File: src/rtl/dd_xfer_pkg.sv
// Shared types for the dd_xfer_arb channel arbiter: FSM state encoding
// and the requester-index width helper.
package dd_xfer_pkg;

  typedef enum logic [1:0] {
    ST_IDLE    = 2'd0,
    ST_ASSERT  = 2'd1,
    ST_RELEASE = 2'd2
  } dd_xfer_state_t;

  function automatic int dd_idx_w(input int n);
    return (n > 1) ? $clog2(n) : 1;
  endfunction

endpackage

File: src/rtl/dd_sync.sv
// Multi-flop synchronizer for signals arriving from another clock domain.
module dd_sync #(
  parameter int                 WIDTH   = 1,
  parameter int                 STAGES  = 2,
  parameter logic [WIDTH-1:0]   RST_VAL = '0
) (
  input  logic             clk,
  input  logic             rst_n,
  input  logic [WIDTH-1:0] d_i,
  output logic [WIDTH-1:0] q_o
);

  logic [WIDTH-1:0] sync_q [STAGES];

  // Shift chain; first stage may go metastable, later stages settle it.
  always_ff @(posedge clk or negedge rst_n) begin
    if (!rst_n) begin
      for (int i = 0; i < STAGES; i++) begin
        sync_q[i] <= RST_VAL;
      end
    end else begin
      sync_q[0] <= d_i;
      for (int i = 1; i < STAGES; i++) begin
        sync_q[i] <= sync_q[i-1];
      end
    end
  end

  assign q_o = sync_q[STAGES-1];

endmodule

File: src/rtl/dd_xfer_arb.sv
// Round-robin arbiter sharing one 4-phase req/ack CDC channel between
// N_REQ source-domain requesters; data is held for the full handshake.
module dd_xfer_arb
  import dd_xfer_pkg::*;
#(
  parameter int N_REQ       = 4,
  parameter int WIDTH       = 32,
  parameter int SYNC_STAGES = 2
) (
  input  logic                   clk,
  input  logic                   rst_n,
  input  logic [N_REQ-1:0]       req_i,
  input  logic [N_REQ*WIDTH-1:0] data_i,
  output logic [N_REQ-1:0]       done_o,
  output logic                   busy_o,
  output logic                   xfer_req_o,
  output logic [WIDTH-1:0]       xfer_data_o,
  input  logic                   xfer_ack_i
);

  localparam int IW = dd_idx_w(N_REQ);

  dd_xfer_state_t   state_q, state_d;
  logic [IW-1:0]    sel_q, sel_d;
  logic [IW-1:0]    rr_q, rr_d;
  logic             req_q, req_d;
  logic [WIDTH-1:0] data_q, data_d;
  logic [N_REQ-1:0] done_q, done_d;
  logic             busy_q, busy_d;
  logic             ack_s;
  logic [N_REQ-1:0] elig_s;
  logic [IW-1:0]    pick_s;

  dd_sync #(
    .WIDTH   (1),
    .STAGES  (SYNC_STAGES),
    .RST_VAL (1'b0)
  ) u_ack_sync (
    .clk   (clk),
    .rst_n (rst_n),
    .d_i   (xfer_ack_i),
    .q_o   (ack_s)
  );

  // First set bit at or above ptr, wrapping; scanning downward lets the
  // smallest offset win.
  function automatic logic [IW-1:0] rr_pick(input logic [N_REQ-1:0] elig,
                                            input logic [IW-1:0]    ptr);
    logic [IW-1:0] pick;
    int            idx;
    pick = ptr;
    for (int i = N_REQ - 1; i >= 0; i--) begin
      idx = (int'(ptr) + i) % N_REQ;
      if (elig[idx]) begin
        pick = IW'(idx);
      end else begin
        pick = pick;
      end
    end
    return pick;
  endfunction

  // The requester finishing this cycle is masked so it cannot re-win.
  assign elig_s = req_i & ~done_q;
  assign pick_s = rr_pick(elig_s, rr_q);

  // Next-state and registered-output logic for the handshake sequencer.
  always_comb begin
    state_d = state_q;
    sel_d   = sel_q;
    rr_d    = rr_q;
    req_d   = req_q;
    data_d  = data_q;
    done_d  = {N_REQ{1'b0}};
    case (state_q)
      ST_IDLE: begin
        // A stale ack left over from a reset must drain before a new request.
        if ((|elig_s) && !ack_s) begin
          sel_d   = pick_s;
          data_d  = data_i[int'(pick_s)*WIDTH +: WIDTH];
          req_d   = 1'b1;
          state_d = ST_ASSERT;
        end else begin
          state_d = ST_IDLE;
        end
      end
      ST_ASSERT: begin
        if (ack_s) begin
          req_d   = 1'b0;
          state_d = ST_RELEASE;
        end else begin
          state_d = ST_ASSERT;
        end
      end
      ST_RELEASE: begin
        if (!ack_s) begin
          done_d[sel_q] = 1'b1;
          rr_d          = (sel_q == IW'(N_REQ - 1)) ? {IW{1'b0}} : sel_q + IW'(1);
          state_d       = ST_IDLE;
        end else begin
          state_d = ST_RELEASE;
        end
      end
      default: begin
        req_d   = 1'b0;
        state_d = ST_IDLE;
      end
    endcase
    busy_d = (state_d != ST_IDLE);
  end

  // State and output registers.
  always_ff @(posedge clk or negedge rst_n) begin
    if (!rst_n) begin
      state_q <= ST_IDLE;
      sel_q   <= {IW{1'b0}};
      rr_q    <= {IW{1'b0}};
      req_q   <= 1'b0;
      data_q  <= {WIDTH{1'b0}};
      done_q  <= {N_REQ{1'b0}};
      busy_q  <= 1'b0;
    end else begin
      state_q <= state_d;
      sel_q   <= sel_d;
      rr_q    <= rr_d;
      req_q   <= req_d;
      data_q  <= data_d;
      done_q  <= done_d;
      busy_q  <= busy_d;
    end
  end

  assign xfer_req_o  = req_q;
  assign xfer_data_o = data_q;
  assign done_o      = done_q;
  assign busy_o      = busy_q;

endmodule

File: config.mk
export PLATFORM = sky130hd
export DESIGN_NAME = dd_xfer_arb
export DESIGN_NICKNAME = d
export VERILOG_FILES = /design/src/rtl/dd_xfer_pkg.sv /design/src/rtl/dd_sync.sv /design/src/rtl/dd_xfer_arb.sv
export SDC_FILE = /design/constraint.sdc
export NUM_CORES = 1
export LEC_CHECK = 0
export BUFFER_PORTS_ARGS = -buffer_cell sky130_fd_sc_hd__buf_2
export CAP_MARGIN = 20
export CORE_ASPECT_RATIO = 0.7
export CORE_MARGIN = 4
export CORE_UTILIZATION = 47
export CTS_CLUSTER_DIAMETER = 100
export DETAILED_ROUTE_END_ITERATION = 6
export PLACE_DENSITY = 0.95
export SLEW_MARGIN = 30
export SYNTH_ARGS = -nofsm -noshare
export SYNTH_HDL_FRONTEND = slang
export SYNTH_SLANG_ARGS = --single-unit
export TNS_END_PERCENT = 10
File: constraint.sdc
create_clock -name clk -period 4 [get_ports clk]
set_input_delay 0.8 -clock clk [delete_from_list [all_inputs] [get_ports clk]]
set_output_delay 0.8 -clock clk [all_outputs]
set_load 0.02 [all_outputs]
==> Word-level counts from Yosys, hierarchy flattened <==
Index checks and enable logic that the tools add are counted.
W data, S select, Z words.
{ "classes": {"n_addsub": 4, "magnitude_cmp": 6, "eq_ne": 5, "shift": 1, "mux": 27, "bitwise": 7, "reduce_logical": 12} }
{ "op_table": {"columns": ["operator", "n"], "rows": [
  ["$shiftx A128 B8 Y32", 1],
  ["$mux W2", 7],
  ["$lt A3 B4 Y1 const B", 3],
  ["$mux W1", 11],
  ["$bmux W1 S2", 4],
  ["$mux W4", 2],
  ["$lt A2 B3 Y1 const B", 2],
  ["$pmux W2 S3", 1],
  ["$reduce_or A2 Y1", 3],
  ["$add A2 B1 Y2 const B", 2],
  ["$add A2 B2 Y2 const B", 2],
  ["$and A4 B4 Y4", 1],
  ["$eq A2 B2 Y1 const B", 2],
  ["$not A4 Y4", 1],
  ["$reduce_and A2 Y1", 2],
  ["$reduce_or A4 Y1", 1],
  ["$and A1 B1 Y1 const A", 3],
  ["$pmux W1 S3", 1],
  ["$reduce_and A3 Y1", 1],
  ["$demux W1 S2", 1],
  ["$eq A2 B1 Y1 const B", 1],
  ["$ge A2 B1 Y1 const B", 1],
  ["$logic_and A1 B1 Y1", 2],
  ["$logic_not A2 Y1", 1],
  ["5 further kinds", 6]
]} }
{ "word_totals": {"regBits": 46, "inputBits": 135, "output_inout_bits": 38, "word_cells": 71} }

==> Logic depth before layout (Yosys ltp) <==
Gate-level depths: netlist (run 1).
{ "logic_depth": {"word_depth": 11, "mapped_depth": 7, "depth_no_buf": 5} }

==> Cells and area by module <==
From an unflattened synthesis (run 1), not the netlist that was laid out.
{ "hier_totals": {"cells_unflattened": 379, "hier_area_um2": 3831.2} }
{ "modules_own_cells": {"columns": ["mod", "n_inst", "cells_per_inst", "area_per_inst_um2", "seq_area_each_um2"], "rows": [
  ["dd_xfer_arb", 1, 377, 3781.1, 1101.1],
  ["dd_sync", 1, 2, 50.0, 50.0]
]} }

==> Worst setup path before layout (run 1) <==
OpenSTA, ideal clock, no wires.
{ "synth_timing": {"path_kind": "input-to-reg", "startpoint": "input port req_i[3]", "endpoint": "register data_q[12], in the netlist xfer_data_o[12]", "setup_ns": 0.125, "t_arrival_ns": 2.316, "required_time_ns": 3.875, "path_slack_ns": 1.559, "stages": 6, "path_buffers": 1, "path_cell_list": "nor2b_4 > a21oi_2 > o22ai_4 > buf_6 > mux4_2 > mux2_4"} }
{ "synth_via": {"elab_chain_len": 9, "word_cells_on_any_way": 20, "cone_classes": "shift (1); mux (15); bitwise (1); reduce/logical (3)"} }
{ "synth_lines": {"columns": ["element", "line_no", "rtl"], "rows": [
  ["from (decl)", "dd_xfer_arb.sv:12", "input logic [N_REQ-1:0] req_i,"],
  ["$and A4 B4 Y4 *", "dd_xfer_arb.sv:64", "assign elig_s = req_i & ~done_q;"],
  ["$bmux W1 S2", "dd_xfer_arb.sv:54", "if (elig[idx]) begin"],
  ["$mux W1 (implied by the code) (2 in series)", "dd_xfer_arb.sv:54", null],
  ["$mux W2 (4 in series)", "dd_xfer_arb.sv:54", null],
  ["$shiftx A128 B8 Y32", "dd_xfer_arb.sv:80", "data_d = data_i[int'(pick_s)*WIDTH +: WIDTH];"],
  ["to (signal assigned)", "dd_xfer_arb.sv:119", "data_q <= {WIDTH{1'b0}};"],
  ["to (signal assigned)", "dd_xfer_arb.sv:127", "data_q <= data_d;"],
  ["to (decl)", "dd_xfer_arb.sv:27", "logic [WIDTH-1:0] data_q, data_d;"]
]} }
Mark *: on every way between the ends. The rest lies on a longest branch, timed or not. The select of a mux whose other input is x is not followed.
A chain may end at the register's enable or synchronous reset.

==> Worst setup path in the final report (run 1) <==
{ "layout_timing": {"startpoint": "input port req_i[1]", "endpoint": "register data_q[22], in the netlist xfer_data_o[22]"} }
The elaborated chain is that of the path after synthesis.

==> impl_metrics.csv, run 1 <==
group,metric,value,unit
status,outcome,"complete, no violations",
setup_path,arrival,2630,ps
setup_path,critPathCaptureType,"register",
synth,synth_flop_cell,"dfrtp_1",
global_routing,grt_pass1_wl,11.5,mm
synth,synth_warnings,0,
clock_network,cts_sinks,46,
setup_path,path_max_fanout,17,
placed_design,gp_congestion,0.782,
finish,drive_gt1_frac,0.747,
drt,drt_iter0_drc,51,
run,drv_cap,0,
drt,drcViolationCount,0,
power,power,2.45,mW
setup_path,critPathKind,"input pin to register",
setup_path,critPathMaxStageDelay,440,ps
clock_network,cts_tree,"built",
synth,syn_avg_cell_area,16.4,µm²
timing,max_slew_margin,0.601,
global_routing,track_usage,0.203,
power,p_leak,1.88,nW
setup_path,crit_required,4180,ps
synth,ys_top_cells_by_count,"dfrtp_1, mux4_2, mux2_4, mux2_2",
min_path,worstHoldPathType,"register to register",
clock_network,ctsHtreeMaxLevel,2,
power,ir_drop,298,µV
setup_path,crit_path_start_kind,"input pin",
drt,final_antenna_net_count,0,
drt,viasPerCell,5.25,
synth,synthTopCellsByArea,"dfrtp_1, mux4_2, mux2_4",
synth,synth_area,0.00283,mm²
floorplanning,start_util,0.490,
timing,whs,362,ps
floorplanning,row_count,23,
global_routing,grt_max_degree,47,
drt,wire_per_inst,17.8,µm
synth,synthArstFlopShare,1.00,
synth,synth.distinct_cells,36,
timing,finalCritPeriodShare,0.611,
timing,final_hold_viol_count,0,
setup_path,worstPathCellList,"buf_2 -> nor2b_1 -> o22ai_1 -> a222oi_1 -> buf_4 -> mux4_2 -> mux2_4",
floorplanning,die_width,101,µm
drt,firstDrtPassIters,4,
synth,synth_seq_area_share,0.407,
finish,areaGrowthSynthToFinish,34.8,%
floorplanning,ios,173,
drt,via_count,2220,
setup_path,reg2reg_slack,1760,ps
clock_network,clkTransAtPathRegs,90,ps
placed_design,pre_cts_slack,1230,ps
placed_design,dp_hpwl,6.34,mm
finish,nets,486,
floorplanning,dieArea,0.00735,mm²
synth,synth_nets,312,
floorplanning,core,0.00578,mm²
power,p_per_area,641,mW/mm²
clock_network,ctsHoldBuffers,0,
timing,setup_violations,0,
clock_network,clk_latency,290,ps
clock_network,cts_root_buf,"clkbuf_8",
synth,synth_edf_count,0,
placed_design,io_buffers,172,
synth,synth_top_area_cell,"dfrtp_1",
global_routing,overflow,0,
drt,drt_wl_total,7.53,mm
clock_network,cts_buffers,5,
finish,n_antenna_cell,0,
timing,finalSetupTns,0,ps
synth,yosysTopAreaCellShare,0.407,
synth,synth_cells,173,
timing,setup_ws,1550,ps
clock_network,post_cts_buffers,0,
global_routing,grt_pass1_vias,2392,
setup_path,crit_path_top_delay_cell,"a222oi_1",
timing,max_freq,0.409,GHz
clock_network,cts_resized,0,
floorplanning,die_h,72.9,µm
timing,tightest_slew,598,ps
placed_design,dp_cells,415,
synth,yosysMostFrequentCell,"dfrtp_1",
global_routing,antenna_found_initial,1,
finish,fillers,435,
timing,fin_worst_skew,7.21,ps
synth,ys_ff_latch,46,
timing,rsz0062_at_grt,"false",
timing,slew_viol_final,0,
clock_network,cts_buffer_depth,2,
finish,final_cells,423,
timing,period_needed,2450,ps
[area by class of cell]
cell class	instances	area [µm²]	area share
clock buffer	5	68.8	0.0180
sequential	46	1150	0.302
clock inverter	3	21.3	0.00557
tap	75	93.8	0.0246
inverter	4	15.0	0.00393
multi-input combinational	112	1560	0.408
timing repair buffer	178	908	0.238
[worst paths after layout]
check | from | end | cells past startpoint
hold reg to reg | u_ack_sync.sync_q[1] | u_ack_sync.q_o | 0
setup reg to reg | done_o[3] | xfer_data_o[22] | 6
max in group asynchronous | rst_n | xfer_data_o[28] | 1
setup / recovery | req_i[1] | xfer_data_o[22] | 7
hold / removal | u_ack_sync.sync_q[1] | u_ack_sync.q_o | 0
min in group asynchronous | rst_n | state_q[0] | 1
[through the flow]
stage	cell area [µm²]	utilization
floorplan	2830	-
global placement	3720	0.644
detailed placement	3730	0.644
CTS	3820	0.660
global route	3820	0.660
finish	3820	0.660
[flip-flops by register name (all words and copies together), names as in the netlist]
signal and cells:
state_q 2, busy_o 1, sel_q 2, xfer_req_o 1, xfer_data_o 32, u_ack_sync.sync_q 1
u_ack_sync.q_o 1, rr_q 2, done_o 4
[per-layer routing]
layer / global-route usage / wire length (µm) / up-vias / share of wire
met1: 0.234 / 2690 / 1079 / 0.36
li1: - / - / 1022 / -
met3: 0.0678 / 789 / 8 / 0.10
met5: 0 / 20 / - / 0.0027
met4: 0.0374 / 57 / 2 / 0.0076
met2: 0.373 / 3970 / 109 / 0.53
[cell families after synthesis]
kind of cell | Yosys count | share of synthesized area
AOI/OAI and AO/OA | 15 | 0.0407
and+or+nand+nor | 27 | 0.0689
buffers and inverters | 15 | 0.0429
DFF | 46 | 0.407
adders and majority gates | 4 | 0.0177
xor gates and xnor gates | 1 | 0.00309
muxes | 65 | 0.420
[power breakdown]
group          internal (mW)  switching, mW  leakage [nW]
clock                  0.123          0.161        0.0441
combinational          0.726          0.637          1.28
sequential             0.663          0.135         0.549
total                   1.51          0.933          1.88
[layout by cell type (no fill, tap or decap), types with 2 or more instances in the layout]
cell and count:
ha_1 4, nand2_1 5, buf_2 171, o21ai_1 4, mux2_2 6, and2_1 5, clkbuf_8 5, a21oi_1 2
mux2_4 26, buf_4 7, dfrtp_1 46, nor2b_4 2, mux4_2 32, nor2_1 4, o22ai_1 3, inv_1 4
[worst max-delay path, delay by kind of cell]
| kind | cells | cell delay, ps |
|---|---|---|
| compound gates | 2 | 550 |
| simple gates | 1 | 210 |
| buf+inv | 2 | 450 |
| mux | 2 | 610 |
Note: power is estimated with default switching activity, not from simulation.
==> run 2, diff against run 1 <==
--- a/config.mk
+++ b/config.mk
@@ -9,10 +9,10 @@
 export CAP_MARGIN = 20
 export CORE_ASPECT_RATIO = 0.7
 export CORE_MARGIN = 4
-export CORE_UTILIZATION = 47
+export CORE_UTILIZATION = 44
 export CTS_CLUSTER_DIAMETER = 100
 export DETAILED_ROUTE_END_ITERATION = 6
-export PLACE_DENSITY = 0.95
+export PLACE_DENSITY = 0.92
 export SLEW_MARGIN = 30
 export SYNTH_ARGS = -nofsm -noshare
 export SYNTH_HDL_FRONTEND = slang
==> constraint.sdc (replaced) <==
create_clock -name clk -period 2.4 [get_ports clk]
set_input_delay 0.48 -clock clk [delete_from_list [all_inputs] [get_ports clk]]
set_output_delay 0.48 -clock clk [all_outputs]
set_load 0.02 [all_outputs]
==> run 2 against run 1 <==
  * Register-to-register slack worse by 1600 ps
  * Critical endpoint is now xfer_data_o[8]
  * Routed wire length fell by 2.9%
  * Sequential share of layout area shrank 0.26 points
  * Cell area grew 0.88%
  * First-iteration DRC count rose by 88%
  * Combinational power rose by 71%
  * Via count decreased by 1.1%
  * Clock power is 61% higher
  * Power grew 68%
  * Worst hold slack got worse by 90 ps
==> impl_metrics.csv, run 2 (same netlist as run 1, synthesis figures left out) <==
group,metric,value,unit
setup_path,crit_required,2580,ps
timing,fin_worst_skew,9.34,ps
clock_network,post_cts_buffers,0,
placed_design,pre_cts_slack,-63.3,ps
finish,most-common-layout-cells,"buf_2, dfrtp_1, mux4_2",
finish,design_area,0.00385,mm²
finish,drive_gt1_frac,0.748,
finish,areaGrowthSynthToFinish,36.0,%
timing,rsz0062_at_grt,"false",
timing,finalSetupTns,0,ps
timing,max_freq,0.445,GHz
timing,finalCritPeriodShare,0.935,
timing,setup_ws,155,ps
clock_network,clkTransAtPathRegs,90,ps
setup_path,crit_path_start_kind,"register",
clock_network,cts_sinks,46,
min_path,worstHoldPathType,"input pin to asynchronous set/reset pin",
placed_design,io_buffers,172,
global_routing,antenna_found_initial,0,
run,drv_cap,0,
drt,drt_wl_total,7.31,mm
drt,firstDrtPassIters,4,
floorplanning,ios,173,
global_routing,grt_max_degree,47,
timing,slew_viol_final,0,
finish,n_antenna_cell,0,
floorplanning,die_h,75.1,µm
finish,seqCellArea,0.00115,mm²
setup_path,path_max_fanout,18,
clock_network,ctsHtreeMaxLevel,2,
drt,routed-wl-met3,592,µm
finish,nets,487,
floorplanning,row_count,24,
clock_network,cts_root_buf,"clkbuf_8",
drt,wl_met1,2.83,mm
timing,setup_violations,0,
finish,multi_input_area,0.00156,mm²
finish,largest_reg_flops,32,
placed_design,gp_congestion,0.764,
global_routing,grt_pass1_vias,2321,
placed_design,dp_hpwl,6.07,mm
drt,drcViolationCount,0,
global_routing,track_usage,0.185,
power,p_leak,1.89,nW
drt,wire_per_inst,17.1,µm
power,ir_drop,511,µV
drt,final_antenna_net_count,0,
clock_network,clk_latency,290,ps
power,p_per_area,1070,mW/mm²
power,power,4.11,mW
status,outcome,"complete, no violations",
clock_network,cts_buffer_depth,2,
setup_path,critPathKind,"register to register",
floorplanning,dieArea,0.00780,mm²
drt,drt_iter0_drc,96,
finish,final_common_cell,"buf_2",
placed_design,placed_area,0.00376,mm²
global_routing,overflow,0,
floorplanning,die_width,104,µm
global_routing,grt_pass1_wl,11.3,mm
drt,top_layer,"met4",
clock_network,cts_resized,0,
finish,fillers,506,
timing,period_needed,2250,ps
clock_network,cts_buffers,5,
setup_path,arrival,2430,ps
drt,dr_wl_met2,3.85,mm
timing,whs,272,ps
timing,tightest_slew,716,ps
clock_network,cts_tree,"built",
timing,max_slew_margin,0.522,
drt,via_count,2196,
drt,viasPerCell,5.14,
setup_path,critPathCaptureType,"register",
floorplanning,core,0.00625,mm²
clock_network,ctsHoldBuffers,0,
timing,final_hold_viol_count,0,
floorplanning,start_util,0.453,
## run 2: changes by cell type in the layout (fill, tap and decap cells not counted)
cell,before,now
buf_12,0,2
buf_4,7,5
buf_2,171,172
## run 2: area by class of cell
type | instances | share of cell area
clock buffer | 5 | 0.0179
inverter | 4 | 0.00390
sequential | 46 | 0.299
tap | 78 | 0.0253
timing repair buffer | 179 | 0.244
clock inverter | 3 | 0.00552
multi-input combinational | 112 | 0.405
## run 2: critical path, stage by stage, from the launching register on
cell      delay (ps)
dfrtp_1          410
nor2b_1          220
o22ai_1          130
a222oi_1         420
buf_4            340
mux4_2           350
mux2_2           280
## run 2: layer usage
layer  vias up  GRT usage
met1      1065      0.220
met4         0     0.0398
met3         4     0.0557
li1       1020          -
met2       107      0.341
met5         -          0
## run 2: power by group
| part | leakage (nW) | switching (mW) | total, mW | internal (mW) |
|---|---|---|---|---|
| Clock | 0.0441 | 0.254 | 0.458 | 0.205 |
| Sequential | 0.549 | 0.222 | 1.33 | 1.11 |
| Combinational | 1.29 | 1.07 | 2.32 | 1.25 |
| Total | 1.89 | 1.55 | 4.11 | 2.56 |
## run 2: final timing paths
check | slack (ps) | from | to | cells after the start
setup reg to reg | 150 | done_o[1] | xfer_data_o[8] | 6
hold reg to reg | 350 | u_ack_sync.sync_q[1] | u_ack_sync.q_o | 0
hold / removal | 270 | rst_n | xfer_req_o | 2
max in group asynchronous | 1730 | rst_n | xfer_data_o[20] | 2
min in group clk | 310 | xfer_ack_i | u_ack_sync.sync_q[1] | 1
setup / recovery | 150 | done_o[1] | xfer_data_o[8] | 6
## run 2: stage by stage
step	util	cells
final	0.617	427
after global routing	0.617	427
after CTS	0.617	427
after detailed placement	0.602	419
after global placement	0.602	419
after floorplan	-	173
==> run 3, diff against run 2 <==
==> constraint.sdc (replaced) <==
create_clock -name clk -period 2.5 [get_ports clk]
set_input_delay 0.5 -clock clk [delete_from_list [all_inputs] [get_ports clk]]
set_output_delay 0.5 -clock clk [all_outputs]
set_load 0.02 [all_outputs]
==> run 3 against run 2 <==
  * First-iteration DRC count decreased by 42%
  * Critical path depth unchanged
  * Sequential cell count unchanged
  * Die area unchanged
  * Clock skew decreased by 6.1 ps
  * Sequential share of layout area decreased by 0.18 points
  * Fmax decreased by 0.76%
  * Combinational power decreased by 3%
  * Routed wire length decreased by 1.8%
  * Count of clock-buffer cells in the layout unchanged
  * Worst setup slack improved by 83 ps
==> impl_metrics.csv, run 3 (same netlist as run 1, synthesis figures left out) <==
group,metric,value,unit
drt,wire_per_inst,16.8,µm
setup_path,worst-path-buf-inv,1,
timing,max_slew_margin,0.454,
power,p_int,2.57,mW
drt,drcViolationCount,0,
placed_design,gp_congestion,0.775,
drt,via_count,2165,
clock_network,cts_sinks,46,
status,outcome,"complete, no violations",
setup_path,crit_path_start_kind,"register",
floorplanning,die_width,104,µm
timing,finalCritPeriodShare,0.905,
setup_path,rr_startpoint,"done_o[3]",
placed_design,pre_cts_slack,20.4,ps
clock_network,clkTransAtPathRegs,80,ps
power,p_clk_frac,0.132,
timing,final_hold_viol_count,0,
power,p_per_area,1040,mW/mm²
power,power_frac_seq,0.314,
floorplanning,start_util,0.453,
timing,setup_violations,0,
setup_path,path_max_fanout,33,
finish,n_antenna_cell,0,
setup_path,arrival,2440,ps
clock_network,cts_tree,"built",
global_routing,grt_pass1_wl,11.1,mm
setup_path,reg2reg_to,"xfer_data_o[16]",
min_path,worstHoldPathType,"input pin to asynchronous set/reset pin",
timing,rsz0062_at_grt,"false",
power,switching_share,0.366,
timing,max_freq,0.442,GHz
floorplanning,dieArea,0.00780,mm²
power,power,4.05,mW
setup_path,worstSetupStartpoint,"done_o[3]",
power,p_comb_frac,0.554,
setup_path,reg2reg_slack,240,ps
finish,areaGrowthSynthToFinish,36.9,%
floorplanning,die_h,75.1,µm
finish,most-common-layout-cells,"buf_2, dfrtp_1, mux4_2",
power,switching_power,1.48,mW
finish,utilization,0.620,
setup_path,critPathKind,"register to register",
setup_path,critPathMaxStageDelay,500,ps
drt,drt_iter0_drc,56,
setup_path,crit_required,2670,ps
placed_design,dp_hpwl,5.87,mm
setup_path,worstPathCellList,"nor2b_4 -> o22ai_1 -> a222oi_1 -> buf_12 -> mux4_2 -> mux2_4",
clock_network,cts_buffer_depth,2,
clock_network,ctsHtreeMaxLevel,2,
setup_path,crit_path_top_delay_cell,"a222oi_1",
run,drv_cap,0,
drt,viasPerCell,5.08,
timing,fin_worst_skew,3.26,ps
timing,finalSetupTns,0,ps
finish,largest_reg_flops,32,
global_routing,grt_max_degree,38,
clock_network,post_cts_buffers,0,
global_routing,grt_pass1_vias,2311,
power,ir_drop,540,µV
setup_path,rr_worst_depth,6,
finish,final_common_cell,"buf_2",
clock_network,clk_latency,280,ps
global_routing,overflow,0,
clock_network,ctsHoldBuffers,0,
setup_path,critPathCaptureType,"register",
drt,final_antenna_net_count,0,
timing,tightest_slew,819,ps
setup_path,crit_family,"multiplexers",
timing,setup_ws,238,ps
clock_network,cts_resized,0,
finish,nets,486,
floorplanning,ios,173,
global_routing,antenna_found_initial,0,
setup_path,path_depth,6,
timing,period_needed,2260,ps
floorplanning,core,0.00625,mm²
global_routing,track_usage,0.180,
drt,drt_wl_total,7.18,mm
clock_network,cts_root_buf,"clkbuf_8",
drt,firstDrtPassIters,4,
finish,drive_gt1_frac,0.747,
power,p_leak,1.90,nW
placed_design,io_buffers,172,
clock_network,cts_buffers,5,
timing,slew_viol_final,0,
floorplanning,row_count,24,
finish,fillers,525,
[run 3: cell count changes in the layout (fill, tap and decap cells not counted), sizes merged]
| cell | delta |
|---|---|
| buf | -1 |
| bufinv | +1 |
| clkinvlp | -1 |
[run 3: power groups by stage]
stage / Combinational, mW / Clock [mW] / Sequential, mW
after floorplan: 1.34 / 0 / 1.60
after global placement: 2.21 / 0 / 1.26
after detailed placement: 2.28 / 0 / 1.29
after CTS: 2.28 / 0.556 / 1.27
after global routing: 2.41 / 0.589 / 1.31
final: 2.24 / 0.534 / 1.27
[run 3: metal layers]
metal / vias to the layer above / wire (µm) / track usage
met5: - / 0 / 0
met3: 4 / 620 / 0.0651
met1: 1038 / 2760 / 0.216
met2: 103 / 3760 / 0.326
met4: 0 / 37 / 0.0280
li1: 1020 / - / -
[run 3: area by class of cell]
cell class | instances | area [µm²] | share of cell area
sequential | 46 | 1150 | 0.297
timing repair buffer | 178 | 943 | 0.243
inverter | 4 | 15.0 | 0.00387
clock buffer | 5 | 68.8 | 0.0178
tap | 78 | 97.6 | 0.0252
multi-input combinational | 112 | 1560 | 0.402
clock inverter | 3 | 40.0 | 0.0103
[run 3: worst max-delay path by stage]
stage,to,slack (ps)
after floorplan,xfer_data_o[12],360
final,xfer_data_o[16],240
after global routing,xfer_data_o[8],70
after global placement,xfer_data_o[18],110
after detailed placement,xfer_data_o[8],20
after CTS,xfer_data_o[20],220
[run 3: stage by stage]
stage | cells | hold slack [ps] | area [µm²]
floorplan | 173 | 204 | 2830
global route | 426 | 300 | 3870
global placement | 418 | 339 | 3770
CTS | 426 | 306 | 3870
detailed placement | 418 | 338 | 3770
finish | 426 | 304 | 3870
